$ cat config.mk
export PLATFORM = sky130hd
export DESIGN_NAME = result_display_flat
export DESIGN_NICKNAME = d
export VERILOG_FILES = /design/src/rtl/result_display_if.sv /design/src/rtl/result_display.sv /design/src/flat_wrapper.sv
export SDC_FILE = /design/constraint.sdc
export NUM_CORES = 1
export LEC_CHECK = 0
export BUFFER_PORTS_ARGS = -buffer_cell sky130_fd_sc_hd__buf_2
export CAP_MARGIN = 10
export CORE_UTILIZATION = 25
export CTS_BUF_LIST = sky130_fd_sc_hd__clkbuf_16
export CTS_CLUSTER_SIZE = 8
export DETAILED_ROUTE_END_ITERATION = 6
export GPL_TIMING_DRIVEN = 0
export MAX_ROUTING_LAYER = met4
export PLACE_DENSITY = 0.47
export SETUP_SLACK_MARGIN = 0.15
export SLEW_MARGIN = 20
export SYNTH_ARGS = -nofsm -noshare
export SYNTH_HDL_FRONTEND = slang
export SYNTH_SLANG_ARGS = --single-unit
$ cat constraint.sdc
create_clock -name clock -period 2.6 [get_ports clock]
set_input_delay 0.65 -clock clock [delete_from_list [all_inputs] [get_ports clock]]
set_output_delay 0.65 -clock clock [all_outputs]
set_load 0.02 [all_outputs]
$ cat src/rtl/result_display_if.sv
// ---------------------------------------------------------------------------
// result_display_if
// Bundles the signals between the controller side (result word, display mode)
// and the 4-digit multiplexed 7-segment display driver.
//   value : 16-bit result word from the controller (outResult)
//   mode  : 0 = hexadecimal, 1 = unsigned decimal
//   seg   : segments {g,f,e,d,c,b,a}, seg[0] = a
//   dp    : decimal point of the currently enabled digit
//   an    : digit enables, an[0] = rightmost digit
//   busy  : high while a decimal conversion is in progress
// Modports:
//   master : producer of value/mode, consumer of the display signals
//   slave  : the display driver itself
// ---------------------------------------------------------------------------
interface result_display_if;
   logic [15:0] value;
   logic        mode;
   logic [6:0]  seg;
   logic        dp;
   logic [3:0]  an;
   logic        busy;

   modport master (
      output value,
      output mode,
      input  seg,
      input  dp,
      input  an,
      input  busy
   );

   modport slave (
      input  value,
      input  mode,
      output seg,
      output dp,
      output an,
      output busy
   );
endinterface

$ cat src/rtl/result_display.sv
// ---------------------------------------------------------------------------
// result_display
// Shows the controller's 16-bit result on a 4-digit multiplexed common-anode
// 7-segment display, either as hex or as unsigned decimal. Decimal uses a
// sequential double-dabble converter (one add-3/shift step per cycle). The
// shown digits are a single register written in one cycle, so the refresh
// never displays a half-updated number.
//
// Ports:
//   clock : system clock (same clock as the controller)
//   reset : asynchronous active-low reset, synchronous release
//   bus   : result_display_if.slave (value, mode in; seg, dp, an, busy out)
//
// Parameters:
//   REFRESH_DIV    : cycles each digit stays lit before advancing (>= 2)
//   SEG_ACTIVE_LOW : 1 = segment (and dp) lit when its bit is 0
//   AN_ACTIVE_LOW  : 1 = digit enabled when its an bit is 0
//
// Optional feature macro: RESULT_DISPLAY_BLANK_ZERO_EN
//   defined   : leading zeros are blanked (digit 0 is always shown)
//   undefined : all four digits are always shown
// ---------------------------------------------------------------------------
module result_display #(
   parameter int unsigned REFRESH_DIV    = 50000,
   parameter bit          SEG_ACTIVE_LOW = 1'b1,
   parameter bit          AN_ACTIVE_LOW  = 1'b1
) (
   input  logic            clock,
   input  logic            reset,
   result_display_if.slave bus
);

   localparam int unsigned      CNT_W    = (REFRESH_DIV > 2) ? $clog2(REFRESH_DIV) : 1;
   localparam logic [CNT_W-1:0] CNT_LAST = CNT_W'(REFRESH_DIV - 1);
   localparam logic [CNT_W-1:0] CNT_ONE  = CNT_W'(1);

   localparam logic [1:0] ST_IDLE     = 2'd0;
   localparam logic [1:0] ST_HEX      = 2'd1;
   localparam logic [1:0] ST_DD_SHIFT = 2'd2;
   localparam logic [1:0] ST_DD_DONE  = 2'd3;

   localparam logic [4:0] DD_STEPS = 5'd16;

   // XOR masks turn an active-high "lit/enabled" pattern into pin polarity.
   localparam logic [6:0] SEG_MASK = {7{SEG_ACTIVE_LOW}};
   localparam logic [3:0] AN_MASK  = {4{AN_ACTIVE_LOW}};
   localparam logic       DP_MASK  = SEG_ACTIVE_LOW;

   // Active-high segment pattern {g,f,e,d,c,b,a} for one hex digit.
   function automatic logic [6:0] hex7(input logic [3:0] d);
      logic [6:0] p;
      case (d)
         4'h0:    p = 7'h3F;
         4'h1:    p = 7'h06;
         4'h2:    p = 7'h5B;
         4'h3:    p = 7'h4F;
         4'h4:    p = 7'h66;
         4'h5:    p = 7'h6D;
         4'h6:    p = 7'h7D;
         4'h7:    p = 7'h07;
         4'h8:    p = 7'h7F;
         4'h9:    p = 7'h6F;
         4'hA:    p = 7'h77;
         4'hB:    p = 7'h7C;
         4'hC:    p = 7'h39;
         4'hD:    p = 7'h5E;
         4'hE:    p = 7'h79;
         4'hF:    p = 7'h71;
         default: p = 7'h00;
      endcase
      return p;
   endfunction

   // One double-dabble step: BCD nibbles live in [35:16], binary in [15:0].
   // Every BCD nibble >= 5 gets +3 so the following shift carries correctly.
   function automatic logic [35:0] dd_step(input logic [35:0] s);
      logic [35:0] t;
      logic [3:0]  nib;
      t = s;
      for (int k = 0; k < 5; k++) begin
         nib = t[16 + 4*k +: 4];
         t[16 + 4*k +: 4] = (nib >= 4'd5) ? (nib + 4'd3) : nib;
      end
      return {t[34:0], 1'b0};
   endfunction

   logic [1:0]       state_q,    state_d;
   logic [15:0]      cap_val_q,  cap_val_d;
   logic             cap_mode_q, cap_mode_d;
   logic [35:0]      shift_q,    shift_d;
   logic [4:0]       iter_q,     iter_d;
   logic             busy_q,     busy_d;
   logic [15:0]      shown_q,    shown_d;
   logic             ovf_q,      ovf_d;
   logic [CNT_W-1:0] cnt_q,      cnt_d;
   logic [1:0]       idx_q,      idx_d;
   logic [6:0]       seg_q,      seg_d;
   logic [3:0]       an_q,       an_d;
   logic             dp_q,       dp_d;

   logic [3:0]       digit_s;
   logic [3:0]       an_raw_s;
   logic [3:0]       lead_zero_s;
   logic             blank_s;
   logic [6:0]       seg_raw_s;

   // Capture / conversion FSM next-state logic.
   always_comb begin
      state_d    = state_q;
      cap_val_d  = cap_val_q;
      cap_mode_d = cap_mode_q;
      shift_d    = shift_q;
      iter_d     = iter_q;
      busy_d     = busy_q;
      shown_d    = shown_q;
      ovf_d      = ovf_q;
      case (state_q)
         ST_IDLE: begin
            // Changes made while busy are picked up here on the way back.
            if ((bus.value != cap_val_q) || (bus.mode != cap_mode_q)) begin
               cap_val_d  = bus.value;
               cap_mode_d = bus.mode;
               if (bus.mode) begin
                  state_d = ST_DD_SHIFT;
                  shift_d = {20'd0, bus.value};
                  iter_d  = 5'd0;
                  busy_d  = 1'b1;
               end else begin
                  state_d = ST_HEX;
               end
            end else begin
               state_d = ST_IDLE;
            end
         end
         ST_HEX: begin
            shown_d = cap_val_q;
            ovf_d   = 1'b0;
            state_d = ST_IDLE;
         end
         ST_DD_SHIFT: begin
            if (iter_q == DD_STEPS) begin
               state_d = ST_DD_DONE;
            end else begin
               shift_d = dd_step(shift_q);
               iter_d  = iter_q + 5'd1;
            end
         end
         ST_DD_DONE: begin
            shown_d = shift_q[31:16];
            ovf_d   = (shift_q[35:32] != 4'd0);
            busy_d  = 1'b0;
            state_d = ST_IDLE;
         end
         default: begin
            state_d = ST_IDLE;
            busy_d  = 1'b0;
         end
      endcase
   end

   // Refresh divider and digit index, free-running regardless of the FSM.
   always_comb begin
      if (cnt_q == CNT_LAST) begin
         cnt_d = '0;
         idx_d = idx_q + 2'd1;
      end else begin
         cnt_d = cnt_q + CNT_ONE;
         idx_d = idx_q;
      end
   end

`ifdef RESULT_DISPLAY_BLANK_ZERO_EN
   // Leading-zero map: digit k is blank when it and every digit above are 0.
   always_comb begin
      lead_zero_s[3] = (shown_q[15:12] == 4'd0);
      lead_zero_s[2] = lead_zero_s[3] && (shown_q[11:8] == 4'd0);
      lead_zero_s[1] = lead_zero_s[2] && (shown_q[7:4] == 4'd0);
      lead_zero_s[0] = 1'b0;
   end
`else
   // No blanking: every digit is always drawn.
   always_comb begin
      lead_zero_s = 4'b0000;
   end
`endif

   // Select and decode the digit at the current index for the output stage.
   always_comb begin
      case (idx_q)
         2'd0:    begin digit_s = shown_q[3:0];   an_raw_s = 4'b0001; end
         2'd1:    begin digit_s = shown_q[7:4];   an_raw_s = 4'b0010; end
         2'd2:    begin digit_s = shown_q[11:8];  an_raw_s = 4'b0100; end
         2'd3:    begin digit_s = shown_q[15:12]; an_raw_s = 4'b1000; end
         default: begin digit_s = 4'd0;           an_raw_s = 4'b0000; end
      endcase
      blank_s = lead_zero_s[idx_q];
      if (blank_s) begin
         seg_raw_s = 7'h00;
      end else begin
         seg_raw_s = hex7(digit_s);
      end
      seg_d = seg_raw_s ^ SEG_MASK;
      an_d  = an_raw_s ^ AN_MASK;
      dp_d  = ((idx_q == 2'd3) && ovf_q) ^ DP_MASK;
   end

   // State, datapath and registered display outputs.
   always_ff @(posedge clock or negedge reset) begin
      if (!reset) begin
         state_q    <= ST_IDLE;
         cap_val_q  <= 16'd0;
         cap_mode_q <= 1'b0;
         shift_q    <= 36'd0;
         iter_q     <= 5'd0;
         busy_q     <= 1'b0;
         shown_q    <= 16'd0;
         ovf_q      <= 1'b0;
         cnt_q      <= '0;
         idx_q      <= 2'd0;
         seg_q      <= SEG_MASK;
         an_q       <= AN_MASK;
         dp_q       <= DP_MASK;
      end else begin
         state_q    <= state_d;
         cap_val_q  <= cap_val_d;
         cap_mode_q <= cap_mode_d;
         shift_q    <= shift_d;
         iter_q     <= iter_d;
         busy_q     <= busy_d;
         shown_q    <= shown_d;
         ovf_q      <= ovf_d;
         cnt_q      <= cnt_d;
         idx_q      <= idx_d;
         seg_q      <= seg_d;
         an_q       <= an_d;
         dp_q       <= dp_d;
      end
   end

   assign bus.seg  = seg_q;
   assign bus.an   = an_q;
   assign bus.dp   = dp_q;
   assign bus.busy = busy_q;

endmodule

$ cat src/flat_wrapper.sv
// flat-port wrapper written by rule: the top's interface ports become plain ports
module result_display_flat 
#(
   parameter int unsigned REFRESH_DIV    = 50000,
   parameter bit          SEG_ACTIVE_LOW = 1'b1,
   parameter bit          AN_ACTIVE_LOW  = 1'b1
)
  (clock, reset, bus_value, bus_mode, bus_seg, bus_dp, bus_an, bus_busy);
  result_display_if bus_i ();
  input  logic clock;
  input  logic reset;
  input wire logic [$bits(bus_i.value)-1:0] bus_value;
  input wire logic [$bits(bus_i.mode)-1:0] bus_mode;
  output wire logic [$bits(bus_i.seg)-1:0] bus_seg;
  output wire logic [$bits(bus_i.dp)-1:0] bus_dp;
  output wire logic [$bits(bus_i.an)-1:0] bus_an;
  output wire logic [$bits(bus_i.busy)-1:0] bus_busy;
  assign bus_i.value = bus_value;
  assign bus_i.mode = bus_mode;
  assign bus_seg = bus_i.seg;
  assign bus_dp = bus_i.dp;
  assign bus_an = bus_i.an;
  assign bus_busy = bus_i.busy;
  result_display #(.REFRESH_DIV(REFRESH_DIV), .SEG_ACTIVE_LOW(SEG_ACTIVE_LOW), .AN_ACTIVE_LOW(AN_ACTIVE_LOW)) u_core (.clock(clock), .reset(reset), .bus(bus_i));
endmodule
==> results.py <==
metrics = {
    "status": {
        "outcome": "finished, violations left",
        "violations": "DRC",
    },
    "worst_setup_path": {
        "cp-startpoint": "u_core.idx_q[0]$_DFFE_PN0N_",
        "r2r_cells": 7,
        "slowest_stage": "a222oi_1",
        "cp-endpoint": "u_core.bus.seg[3]$_DFF_PN1_",
        "cpPeakStageDelay_ns": 0.52,
        "crit_fanout": 6,
        "path_class": "flip-flop to flip-flop",
        "critPathLaunchType": "flip-flop",
        "r2r_end": "u_core.bus.seg[3]$_DFF_PN1_",
        "rrSetupSlack_ns": 0.25,
        "reg2reg_from": "u_core.idx_q[0]$_DFFE_PN0N_",
        "end_kind": "flip-flop",
        "worst_ep_arrival_time_ns": 2.62,
        "path_cells": "inv_1, ha_1, a222oi_1, a21oi_2, inv_2, ha_1, mux4_2",
        "required_ns": 2.87,
        "worst_path_most_repeated_cell": "ha_1",
    },
    "power": {
        "power_switching_mw": 2.82,
        "clock_power_share_pct": 19.5,
        "power_frac_seq_pct": 37.4,
        "power_mw": 7.15,
        "powerDensity_mw_per_mm2": 1100,
        "swShare_pct": 39.4,
        "p_comb_share_pct": 43.1,
        "worst_ir_drop_vdd_mv": 0.517,
        "p_leak_nw": 2.85,
        "intPower_mw": 4.33,
    },
    "route": {
        "drt_iter0_drc": 241,
        "route.detailed.drc": 2,
        "wirelength_mm": 13.9,
        "ant_nets": 0,
        "viasPerCell": 4.69,
        "vias": 4093,
        "wl_per_cell_um": 15.9,
        "drtPass1Iterations": 7,
    },
    "synthesis": {
        "synthDominantCellAreaShare_pct": 42.7,
        "syn_area_mm2": 0.00563,
        "synthCells": 544,
        "yosys-top-cells-count": "dfrtp_1, nand2_1, nor2_1",
        "async_reset_ff_share_pct": 100,
        "synthAdderAreaFrac_pct": 5.11,
        "synth_edf_count": 0,
        "synth_fp_nets": 586,
        "synth.most_common_cell": "dfrtp_1",
        "synthSimpleGateAreaFrac_pct": 14.5,
        "ys_seq_area_share_pct": 48.3,
        "synth_area_leader_cell": "dfrtp_1",
        "synth-xor-area-share_pct": 6.38,
        "synth_mux_area_share_pct": 11.4,
        "syn_avg_cell_area_um2": 10.3,
        "synth_top_family_by_area": "simple AND/OR/NAND/NOR gates",
        "synth_cell_types": 52,
        "synth_compound_area_share_pct": 10.3,
        "synthFlopType": "dfrtp_1",
        "ys_seq_elements": 108,
        "yosysWarnings": 0,
        "synthTopCellsByArea": "dfrtp_1, dfstp_2, nand2_1, xnor2_1, ha_1",
    },
    "clock_tree": {
        "cts_root_buffer": "clkbuf_16",
        "ctsHoldBuffers": 0,
        "htreeDepth": 3,
        "clockBufferDepth": 2,
        "clk_pin_slew_ns": 0.07,
        "clock_latency_ns": 0.36,
        "cts.sinks": 108,
        "cts_tree": "done",
        "cts_made_buffers": 9,
    },
    "sta": {
        "rsz0062_at_grt": "true",
        "relSlewSlack_pct": 47.9,
        "finalMaxSlewViolations": 0,
        "finClkSkew_ns": 0.00788,
        "period_share_pct": 90.4,
        "hold_viol": 0,
        "tightest_slew_ns": 0.782,
        "fmax_mhz": 426,
        "setup-violations-final": 0,
        "fin_ws_ns": 0.251,
        "finalCriticalPeriod_ns": 2.35,
    },
    "placement": {
        "place_congestion": 0.823,
        "preCtsSetupSlack_ns": 0.0729,
        "dpl.cell_count": 856,
        "io_buffers": 31,
        "place_hpwl_mm": 10.1,
    },
    "grt": {
        "grt.overflow.total": 0,
        "grt_usage_pct": 12.8,
        "grt_max_degree": 78,
        "grt_pass1_wl_mm": 22.5,
        "antenna_found_initial": 0,
        "grt_pass1_vias": 4184,
    },
    "floorplanning": {
        "die_area_mm2": 0.0231,
        "core_mm2": 0.0220,
        "rows": 54,
        "initial_utilization_pct": 25.6,
        "die_w_um": 152,
        "ios": 32,
        "die_h_um": 152,
    },
    "cells_and_area": {
        "multi_input_area_mm2": 0.00269,
        "seq_area_mm2": 0.00272,
        "layout.nets": 630,
        "nFillCells": 2237,
        "n_antenna_cell": 0,
        "layout.cells.non_filler": 873,
        "final_util_pct": 29.5,
        "drive_gt1_share_pct": 19.1,
        "syn2layout_area_growth_pct": 15.0,
    },
    "run": {
        "max_cap_viol_count": 0,
    },
    "hold_path": {
        "min_path_type": "input port to async pin",
    },
}
-- routing by layer --
metal  part of all wire, %  global-route usage, %
met1                    48                   16.6
met2                    48                   20.2
met3                   3.4                   2.94
met4                  0.44                   2.92
met5                     0                      -
-- sequential cells by signal, indices dropped and copies added (netlist names) --
signal	cells
u_core.ovf_q	1
u_core.cnt_q	16
u_core.idx_q	2
u_core.bus.an	4
u_core.cap_mode_q	1
u_core.shown_q	16
u_core.state_q	2
u_core.bus.seg	7
u_core.iter_q	5
u_core.bus.dp	1
u_core.bus.busy	1
u_core.shift_q	36
u_core.cap_val_q	16
-- cell type report --
type,count,share of cell area [%]
clock buffers,9,3.48
flip-flops and latches,108,42.0
repair buffers,33,3.03
multi-input cells,382,41.5
inverters,32,1.85
well taps,280,5.41
clock inverters,7,1.00
plain buffers,22,1.74
-- power groups by stage --
| stage | clock network (mW) | registers (mW) | logic [mW] |
|---|---|---|---|
| 2_1_floorplan | 0 | 2.62 | 2.23 |
| 3_3_place_gp | 0 | 2.68 | 3.01 |
| 3_5_place_dp | 0 | 2.70 | 3.08 |
| 4_1_cts | 1.45 | 2.67 | 3.10 |
| 5_1_grt | 1.52 | 2.73 | 3.38 |
| 6_report | 1.40 | 2.68 | 3.08 |
-- cell usage in the layout (no fill, tap or decap), drive strengths merged, types with 2 or more instances in the layout --
cell    instances
a211o           2
a21oi          31
a222oi          3
a31oi           4
a32oi           3
and3            2
buf            42
clkbuf         22
clkinv          5
dfrtp          96
dfstp          12
ha             23
inv            33
mux2           33
mux2i          20
nand2          81
nand2b         10
nand3          11
nand4           7
nor2           37
nor2b           4
nor3            7
nor4            3
o21a            2
o21ai          24
o22ai           5
o32ai          10
or3             2
or4             4
xnor2          34
xor2            7
-- cells by family (layout without fill, tap and decap cells) --
| family | after synthesis | count (layout) |
|---|---|---|
| buf+inv | 54 | 103 |
| compound gates | 90 | 90 |
| simple gates | 174 | 174 |
| mux | 54 | 54 |
| fa+ha+maj | 23 | 23 |
| xor+xnor | 41 | 41 |
| flops | 108 | 108 |
-- worst max-delay path: cells and delay by family, from the launching register on --
| family | cells | cell delay (ns) |
|---|---|---|
| buf+inv | 2 | 0.23 |
| compound gates | 2 | 0.68 |
| mux | 1 | 0.46 |
| flops | 1 | 0.38 |
| fa+ha+maj | 2 | 0.53 |
-- worst min path at each step --
stage,depth (start not counted),end,startpoint
after floorplan,0,u_core.bus.busy$_DFFE_PN0P_,reset
after CTS,1,u_core.cap_val_q[11]$_DFFE_PN0P_,reset
after global placement,1,u_core.bus.dp$_DFF_PN1_,u_core.ovf_q$_DFFE_PN0P_
after detailed placement,1,u_core.bus.dp$_DFF_PN1_,u_core.ovf_q$_DFFE_PN0P_
final,1,u_core.cap_val_q[11]$_DFFE_PN0P_,reset
after global routing,1,u_core.cap_val_q[11]$_DFFE_PN0P_,reset
-- what timing repair did --
item	CTS	global route
endpoints found under the setup margin	3	8
pin swaps	1	1
cloned	0	0
gates resized for setup	1	4
buffers inserted	0	1
-- per-stage QoR --
step                hold WS (ns)  setup TNS, ns  cell area [um^2]
finish                     0.179              0              6480
global route               0.186              0              6480
CTS                        0.181              0              6460
detailed placement         0.399              0              6170
global placement           0.396         -43.67              6130
floorplan                  0.354              0              5630
No activity file was read; power rests on OpenSTA's default activity.
